$ cat config.mk
export PLATFORM = sky130hd
export DESIGN_NAME = sc_dmem_arbiter
export DESIGN_NICKNAME = d
export VERILOG_FILES = /design/src/rtl/sc_bus_pkg.sv /design/src/rtl/sc_rr_pick2.sv /design/src/rtl/sc_dmem_arbiter.sv
export SDC_FILE = /design/constraint.sdc
export NUM_CORES = 1
export LEC_CHECK = 0
export BUFFER_PORTS_ARGS = -buffer_cell sky130_fd_sc_hd__buf_2
export CAP_MARGIN = 20
export CORE_MARGIN = 4
export CORE_UTILIZATION = 25
export DETAILED_ROUTE_END_ITERATION = 8
export GPL_TIMING_DRIVEN = 0
export PLACE_DENSITY = 0.63
export SYNTH_ARGS = -nofsm -noshare
export SYNTH_HDL_FRONTEND = slang
export SYNTH_SLANG_ARGS = --single-unit
$ cat constraint.sdc
create_clock -name clock -period 3 [get_ports clock]
set_input_delay 0.45 -clock clock [delete_from_list [all_inputs] [get_ports clock]]
set_output_delay 0.45 -clock clock [all_outputs]
set_load 0.005 [all_outputs]
$ cat src/rtl/sc_bus_pkg.sv
// Shared definitions for the sc data-memory bus: owner-state encoding,
// master indices and the default hold limit.
package sc_bus_pkg;

    typedef enum logic [1:0] {
        IDLE = 2'd0,
        OWN0 = 2'd1,
        OWN1 = 2'd2
    } own_state_e;

    localparam int unsigned M0 = 32'd0;
    localparam int unsigned M1 = 32'd1;

    localparam int unsigned DEFAULT_MAX_HOLD = 32'd8;

endpackage

$ cat src/rtl/sc_rr_pick2.sv
// Two-way round-robin pick: a lone request wins outright, a tie goes to the
// master that was not served last.
module sc_rr_pick2
    import sc_bus_pkg::*;
(
    input  logic [1:0] req,
    input  logic       rr_last,
    output logic [1:0] gnt
);

    // Onehot grant from the request pair and the last-served index
    always_comb begin
        gnt = 2'b00;
        case (req)
            2'b01:   gnt = 2'b01;
            2'b10:   gnt = 2'b10;
            2'b11:   gnt = (rr_last == M1[0]) ? 2'b01 : 2'b10;
            default: gnt = 2'b00;
        endcase
    end

endmodule

$ cat src/rtl/sc_dmem_arbiter.sv
// Arbitrates the single sc_datamem port between the CPU (M0) and the
// debug/loader master (M1): round-robin with burst lock and a bounded hold.
module sc_dmem_arbiter
    import sc_bus_pkg::*;
#(
    parameter int unsigned AW       = 32,
    parameter int unsigned DW       = 32,
    parameter int unsigned MAX_HOLD = DEFAULT_MAX_HOLD
) (
    input  logic          clock,
    input  logic          reset,
    input  logic          m0_req,
    input  logic          m0_we,
    input  logic          m0_lock,
    input  logic [AW-1:0] m0_addr,
    input  logic [DW-1:0] m0_wdata,
    output logic          m0_gnt,
    output logic          m0_rvalid,
    output logic [DW-1:0] m0_rdata,
    input  logic          m1_req,
    input  logic          m1_we,
    input  logic          m1_lock,
    input  logic [AW-1:0] m1_addr,
    input  logic [DW-1:0] m1_wdata,
    output logic          m1_gnt,
    output logic          m1_rvalid,
    output logic [DW-1:0] m1_rdata,
    output logic [AW-1:0] mem_addr,
    output logic [DW-1:0] mem_wdata,
    output logic          mem_we,
    input  logic [DW-1:0] mem_rdata
);

    localparam int unsigned HW = $clog2(MAX_HOLD + 1);
    localparam logic [HW-1:0] MAX_HOLD_C = HW'(MAX_HOLD);

    own_state_e    state_r;
    logic          rr_last_r;
    logic [HW-1:0] hold_cnt_r;
    logic [1:0]    rd_pend_r;
    logic [AW-1:0] addr_hold_r;
    logic [DW-1:0] wdata_hold_r;

    logic [1:0]    req_s;
    logic [1:0]    rr_gnt_s;
    logic [1:0]    gnt_s;
    logic          hold_ok_s;
    logic          win_s;
    logic          win_lock_s;
    own_state_e    win_state_s;
    logic [AW-1:0] mux_addr_s;
    logic [DW-1:0] mux_wdata_s;
    logic          mux_we_s;

    assign req_s     = {m1_req, m0_req};
    assign hold_ok_s = (hold_cnt_r < MAX_HOLD_C);

    sc_rr_pick2 u_pick (
        .req     (req_s),
        .rr_last (rr_last_r),
        .gnt     (rr_gnt_s)
    );

    // Grant decision: owner keeps the port until its hold budget runs out while the other waits
    always_comb begin
        gnt_s = 2'b00;
        if (reset) begin
            gnt_s = 2'b00;
        end else begin
            case (state_r)
                IDLE: gnt_s = rr_gnt_s;
                OWN0: begin
                    if (m0_req && (hold_ok_s || !m1_req)) gnt_s = 2'b01;
                    else if (m1_req)                      gnt_s = 2'b10;
                    else                                  gnt_s = 2'b00;
                end
                OWN1: begin
                    if (m1_req && (hold_ok_s || !m0_req)) gnt_s = 2'b10;
                    else if (m0_req)                      gnt_s = 2'b01;
                    else                                  gnt_s = 2'b00;
                end
                default: gnt_s = rr_gnt_s;
            endcase
        end
    end

    assign win_s       = gnt_s[1];
    assign win_lock_s  = win_s ? m1_lock : m0_lock;
    assign win_state_s = win_s ? OWN1 : OWN0;

    // Memory-side mux; address and data park on the last beat when nobody is granted
    always_comb begin
        mux_addr_s  = addr_hold_r;
        mux_wdata_s = wdata_hold_r;
        mux_we_s    = 1'b0;
        if (gnt_s[1]) begin
            mux_addr_s  = m1_addr;
            mux_wdata_s = m1_wdata;
            mux_we_s    = m1_we;
        end else if (gnt_s[0]) begin
            mux_addr_s  = m0_addr;
            mux_wdata_s = m0_wdata;
            mux_we_s    = m0_we;
        end else begin
            mux_we_s    = 1'b0;
        end
    end

    // Owner FSM, hold counter, read-return tags and parked bus values
    always_ff @(posedge clock) begin
        if (reset) begin
            state_r      <= IDLE;
            rr_last_r    <= 1'b1;
            hold_cnt_r   <= {HW{1'b0}};
            rd_pend_r    <= 2'b00;
            addr_hold_r  <= {AW{1'b0}};
            wdata_hold_r <= {DW{1'b0}};
        end else begin
            rd_pend_r <= {gnt_s[1] & ~m1_we, gnt_s[0] & ~m0_we};
            if (gnt_s != 2'b00) begin
                rr_last_r    <= win_s;
                addr_hold_r  <= mux_addr_s;
                wdata_hold_r <= mux_wdata_s;
                if (win_lock_s) begin
                    state_r <= win_state_s;
                    if (state_r == win_state_s) begin
                        hold_cnt_r <= hold_ok_s ? (hold_cnt_r + HW'(1)) : hold_cnt_r;
                    end else begin
                        hold_cnt_r <= HW'(1);
                    end
                end else begin
                    state_r    <= IDLE;
                    hold_cnt_r <= {HW{1'b0}};
                end
            end else begin
                state_r    <= state_r;
                hold_cnt_r <= hold_cnt_r;
            end
        end
    end

    assign m0_gnt    = gnt_s[0];
    assign m1_gnt    = gnt_s[1];
    // A read tag still pending when reset hits is dropped, not delivered
    assign m0_rvalid = rd_pend_r[0] & ~reset;
    assign m1_rvalid = rd_pend_r[1] & ~reset;
    assign m0_rdata  = m0_rvalid ? mem_rdata : {DW{1'b0}};
    assign m1_rdata  = m1_rvalid ? mem_rdata : {DW{1'b0}};
    assign mem_addr  = reset ? {AW{1'b0}} : mux_addr_s;
    assign mem_wdata = reset ? {DW{1'b0}} : mux_wdata_s;
    assign mem_we    = mux_we_s;

endmodule

==> results of run 1 <==
-- power groups by stage --
stage / Clock, mW / Sequential (mW) / Combinational [mW]
floorplan: 0 / 1.11 / 0.439
global placement: 0 / 1.12 / 0.774
detailed placement: 0 / 1.12 / 0.780
CTS: 1.27 / 1.10 / 0.837
global route: 1.32 / 1.12 / 1.03
finish: 1.25 / 1.12 / 0.952
-- worst paths after layout --
check	start	to	cells past startpoint	slack, ns
hold reg to reg	hold_cnt_r[1]	hold_cnt_r[1]	2	0.51
setup / recovery	state_r[1]	mem_wdata[24]	10	0.11
setup reg to reg	state_r[0]	hold_cnt_r[0]	10	0.67
hold / removal	m0_we	rd_pend_r[0]	2	0.28
-- routing by layer --
metal | vias to the layer above | routed length (um) | track usage [%]
met4 | 0 | 305 | 5.05
met5 | - | 0 | 0
met1 | 2381 | 7730 | 21.5
met3 | 21 | 1290 | 4.36
met2 | 205 | 9020 | 30.0
li1 | 2480 | - | -
-- through the flow --
| step | utilization [%] | cell area (um2) |
|---|---|---|
| after floorplan | - | 4310 |
| after global routing | 42.1 | 7050 |
| after detailed placement | 36.3 | 6080 |
| after CTS | 39.6 | 6640 |
| final | 42.1 | 7060 |
| after global placement | 36.3 | 6080 |
-- state kept, by name, summed over array words and instances (netlist names) --
signal,count
rd_pend_r,2
state_r,2
hold_cnt_r,4
wdata_hold_r,32
addr_hold_r,32
rr_last_r,1
-- synthesized netlist by cell type (all sizes together) --
cell type,n
a41oi,1
or2,1
mux2i,66
nand2,6
nand3,4
and2,64
nor2b,5
nor2,72
nor3,3
ha,3
clkbuf,31
buf,20
nand4b,1
a22oi,1
dfxtp,73
a221o,1
a311oi,1
o41a,1
a31oi,1
a21oi,3
clkinv,1
nand2b,5
a211oi,128
nand3b,2
inv,4
and3,1
a21boi,1
a211o,2
o21ai,2
o22ai,2
-- timing repair --
| item | 4_1_cts | 5_1_grt |
|---|---|---|
| resized for setup | 61 | 83 |
| pin swaps | 1 | 6 |
| setup endpoints to repair | 65 | 65 |
| buffers inserted | 0 | 0 |
| cloned | 0 | 2 |
| hold buffers | 0 | 0 |
-- worst reg2reg max path, stage by stage, from the launching register on --
cell and delay (ns):
dfxtp_2 0.35, inv_2 0.07, ha_4 0.28, inv_1 0.05, a211o_1 0.27, o41a_1 0.12, buf_6 0.15, clkinv_4 0.09
mux2i_2 0.37, a21oi_1 0.15, a221o_1 0.32
-- area by class of cell --
| type | count | area, um2 |
|---|---|---|
| plain buffers | 51 | 389 |
| repair buffers | 302 | 1530 |
| clock inverters | 5 | 104 |
| diodes | 1 | 2.50 |
| multi-input cells | 377 | 3030 |
| well taps | 220 | 275 |
| inverters | 5 | 23.8 |
| fillers | 1722 | 9700 |
| flip-flops and latches | 73 | 1470 |
| clock buffers | 11 | 233 |
-- cell families after synthesis --
kind of cell               share of synthesized area (%)
AOI/OAI and AO/OA                                   25.0
buffers and inverters                               5.61
adders and majority gates                          0.871
muxes                                               15.4
DFF                                                 33.9
and+or+nand+nor                                     19.2
==> metrics.md, run 1 <==
| Metric | Value |
|---|---|
| Status | `finished clean` |
| Gate power share | `28.7%` |
| H-tree level count | `3` |
| Leak | `3.20 nW` |
| Power Dens Cells | `about 470 nW/um2` |
| Row count | `47` |
| Final number of setup-violating endpoints | `0` |
| DIE HEIGHT | `139 um` |
| Seq/Total Area, Yosys | `33.9%` |
| Clk sink count | `73` |
| Most common cell after layout, fill and taps aside | `buf_2` |
| Routed vias | `5087` |
| Core area | `~17000 um2` |
| Global-route wire length before repair | `27.3 mm` |
| Synth top area cells | `dfxtp_1 (34%), a211oi_1 (22%), mux2i_1 (15%)` |
| Net Sw Power | `0.963 mW` |
| Total CTS buffers | `9` |
| DIE AREA | `a little under 20000 um2` |
| Routed wire length | `around 18 mm` |
| # IOs | `301` |
| Cell internal pwr | `2.36 mW` |
| Slowest stage cell, crit path | `dfxtp_4` |
| Worst-path clk slew | `0.06 ns` |
| Startpoint Class | `register` |
| Cell total after placement | `1026` |
| Synth unique cells | `34` |
| Drt initial violations | `170` |
| RSZ-0062 raised after global routing | `yes` |
| Pin count of the biggest net entering global routing | `13` |
| CP most frequent cell | `o22ai_2` |
| Fin crit share | `96.5%` |
| Maximum VDD drop | `approximately 300 uV` |
| Commonest non-fill, non-tap cells in the layout | `buf_2 (302), a211oi_1 (103), nor2_1 (71), dfxtp_1 (71), and2_1 (64)` |
| Initial Utilization | `roughly a quarter` |
| Initial antenna violation count | `0` |
| Syn Inst Count | `506` |
| Clock Tree Root | `clkbuf_16` |
| Slowest stage delay, CP | `0.39 ns` |
| Final max-slew violation count | `0` |
| Finished Layout Cells | `1045` |
| Area growth from synthesis to layout | `63.8%` |
| Worst skew pair latency | `0.34 ns` |
| Routed len/inst | `about 18 um` |
| DR pass1 iterations | `4` |
| DP Wirelength | `13.8 mm` |
| Class of the worst hold path | `in2reg` |
| Ordered cell list for the critical path | `inv_1 -> ha_2 -> a21boi_2 -> o22ai_2 -> o22ai_2 -> buf_6 -> buf_12 -> mux2i_4 -> a211oi_2 -> buf_2` |
| Number of global-route vias before repair | `5034` |
| Max-cap violations | `0` |
| Reg power frac | `between 30 and 40%` |
| Worst Setup End Kind | `output pin` |
| Clock Path Buffers | `2` |
| Relative max-transition margin | `52.5%` |
| Synth Area per Inst | `8.51 um2` |
| Layout cells sized above 1 | `roughly 50%` |
| Final hold vios | `0` |
| Net Sw Frac | `29.0%` |
| Area leader, netlist | `dfxtp_1` |
| Number of buffers and inverters on the critical path | `4` |
| Vias per cell | `4.87` |
| Clk network pwr share | `37.7%` |
| Required time of the critical path | `2.55 ns` |
| Global route overflow | `0` |
| Crit path kind | `reg2out` |
| Area of the mapped netlist | `4310 um2` |
| Die W | `139 um` |
| CP delay by family, top | `compound AO/OA/AOI/OAI gates` |
| Post-route ant nets | `0` |
| YS warnings | `0` |
| Clock period minus worst slack | `2.89 ns` |
| CP Data Arrival Time | `2.44 ns` |
| Syn_nets | `677` |
| Worst clock skew | `~0.0074 ns` |
| Nets | `990` |
| Worst slack, placed | `-0.0497 ns` |
| Final Total Pwr | `3.32 mW` |
| WHS | `~0.28 ns` |
| Setup TNS | `0 ns` |
| TritonCTS clock tree | `built` |
| Least-Margin Pin Slew | `0.713 ns` |
| Residual DRC | `0` |
| Synth top area share | `33.9%` |
| Seq cells post-synth | `73` |
| Gpl congestion | `0.863` |
| PortBufs | `300` |
| Fmax | `346 MHz` |
| GR Util All Layers | `17.4%` |
| Setup WS post-layout | `0.106 ns` |
| Crit-path max FO | `10` |
No activity file was read; power rests on OpenSTA's default activity.
==> run 2: changes to the inputs <==
--- a/config.mk
+++ b/config.mk
@@ -5,13 +5,13 @@
 export SDC_FILE = /design/constraint.sdc
 export NUM_CORES = 1
 export LEC_CHECK = 0
-export BUFFER_PORTS_ARGS = -buffer_cell sky130_fd_sc_hd__buf_2
 export CAP_MARGIN = 20
 export CORE_MARGIN = 4
 export CORE_UTILIZATION = 25
 export DETAILED_ROUTE_END_ITERATION = 8
+export DONT_BUFFER_PORTS = 1
 export GPL_TIMING_DRIVEN = 0
-export PLACE_DENSITY = 0.63
+export PLACE_DENSITY = 0.48
 export SYNTH_ARGS = -nofsm -noshare
 export SYNTH_HDL_FRONTEND = slang
 export SYNTH_SLANG_ARGS = --single-unit
==> metrics.md, run 2 (same netlist as run 1, synthesis figures left out) <==
| Metric | Value |
|---|---|
| Status | `finished clean` |
| RSZ-0062 raised after global routing | `yes` |
| Fin crit share | `96.3%` |
| Fmax | `approximately 350 MHz` |
| GR Util All Layers | `16.8%` |
| R2R depth | `10` |
| Worst Setup End Kind | `output pin` |
| Nets | `688` |
| DIE HEIGHT | `about 140 um` |
| Worst slack, placed | `roughly 0.070 ns` |
| Crit path to | `mem_wdata[7]` |
| Vias per cell | `5.66` |
| Maximum VDD drop | `225 uV` |
| Final max-slew violation count | `0` |
| Filler cells | `1735` |
| Leak | `roughly 1.8 nW` |
| Finished Layout Cells | `742` |
| PortBufs | `0` |
| Crit-path max FO | `10` |
| Initial Utilization | `about a quarter` |
| # IOs | `301` |
| Worst-path clk slew | `0.06 ns` |
| N_diodes | `0` |
| H-tree level count | `3` |
| Cell total after placement | `726` |
| R2R setup slack | `0.61 ns` |
| Area growth from synthesis to layout | `26.6%` |
| Worst skew pair latency | `roughly 0.34 ns` |
| Worst hold stages | `1` |
| Layout cells sized above 1 | `24.7%` |
| CP Data Arrival Time | `2.44 ns` |
| DP Wirelength | `13.3 mm` |
| Final hold vios | `0` |
| Residual DRC | `0` |
| DIE AREA | `about 19000 um2` |
| TritonCTS clock tree | `built` |
| Initial antenna violation count | `0` |
| Class of the worst hold path | `in2reg` |
| Top Registers | `addr_hold_r: 32 flops, wdata_hold_r: 32 flops, hold_cnt_r: 4 flops` |
| Row count | `47` |
| Required time of the critical path | `about 2.6 ns` |
| Core area | `16800 um2` |
| Pin count of the biggest net entering global routing | `13` |
| Most common cell after layout, fill and taps aside | `dfxtp_1` |
| Routed vias | `~4200` |
| Routed len/inst | `23.5 um` |
| Post-route ant nets | `0` |
| WHS | `between 0.15 and 0.2 ns` |
| Global route overflow | `0` |
| Setup WS post-layout | `about 0.11 ns` |
| Clock Path Buffers | `2` |
| Commonest non-fill, non-tap cells in the layout | `dfxtp_1 (72), nor2_1 (71), and2_1 (64), a211oi_1 (64), a211oi_2 (55)` |
| Routed wire length | `17.4 mm` |
| Power Dens Cells | `546 nW/um2` |
| Reg2reg end | `hold_cnt_r[0]` |
| R2R Path Start | `state_r[0]` |
| Die W | `139 um` |
| Global-route wire length before repair | `25.4 mm` |
| DR pass1 iterations | `4` |
| Worst clock skew | `0.00673 ns` |
| Gpl congestion | `0.839` |
| Critical path launch point | `state_r[1]` |
| Crit path kind | `reg2out` |
| Number of global-route vias before repair | `approximately 4500` |
| Final Total Pwr | `2.98 mW` |
| Max-cap violations | `0` |
| Startpoint Class | `register` |
| Final number of setup-violating endpoints | `0` |
| Clk sink count | `73` |
| Clock Tree Root | `clkbuf_16` |
| Clock period minus worst slack | `around 2.9 ns` |
| Total CTS buffers | `9` |
| Drt initial violations | `170` |
| Least-Margin Pin Slew | `0.848 ns` |
| Relative max-transition margin | `43.5%` |
## run 2: routing by layer
metal  global-route usage (%)  wire length [um]
met5                        0                 0
met4                     6.23               436
met3                     6.28              1550
met2                     30.6              9120
met1                     17.5              6310
## run 2: critical path, stage by stage (launching register included)
cell and delay [ns]:
dfxtp_4 0.37, inv_1 0.06, ha_1 0.22, a21boi_1 0.22
o22ai_2 0.12, o22ai_1 0.16, buf_4 0.22, buf_4 0.25
mux2i_1 0.15, a211oi_2 0.34
## run 2: timing repair
action                                  4_1_cts  5_1_grt
endpoints found under the setup margin       65       65
hold buffers                                  0        0
setup buffers                                 0        0
pin swaps                                     0        3
resized for setup                            68       67
hold endpoints to repair                      0        0
## run 2: how the worst min path moves through the flow
stage / start / endpoint
floorplan: rr_last_r / rr_last_r
global placement: rr_last_r / rr_last_r
detailed placement: rr_last_r / rr_last_r
CTS: m0_we / rd_pend_r[0]
global route: m1_we / rd_pend_r[1]
finish: m0_we / rd_pend_r[0]
## run 2: cell type report
| class | instances | area [um2] | share of cell area, % |
|---|---|---|---|
| Inverter | 5 | 23.8 | 0.436 |
| Tap cell | 220 | 275 | 5.05 |
| Multi-Input combinational cell | 377 | 3100 | 56.7 |
| Sequential cell | 73 | 1470 | 26.9 |
| Buffer | 51 | 288 | 5.28 |
| Clock inverter | 4 | 51.3 | 0.940 |
| Clock buffer | 12 | 256 | 4.70 |
## run 2: through the flow
step | cell area (um2) | util (%) | TNS (ns)
final | 5460 | 32.5 | 0
after global routing | 5460 | 32.5 | -1.81
after CTS | 5180 | 30.9 | -0.0172
after detailed placement | 4580 | 27.3 | 0
after global placement | 4580 | 27.3 | 0
after floorplan | 4310 | - | 0
## run 2: power by group
| group | switching, mW | internal (mW) |
|---|---|---|
| registers | 0.0375 | 1.07 |
| logic | 0.430 | 0.295 |
| clock network | 0.454 | 0.691 |
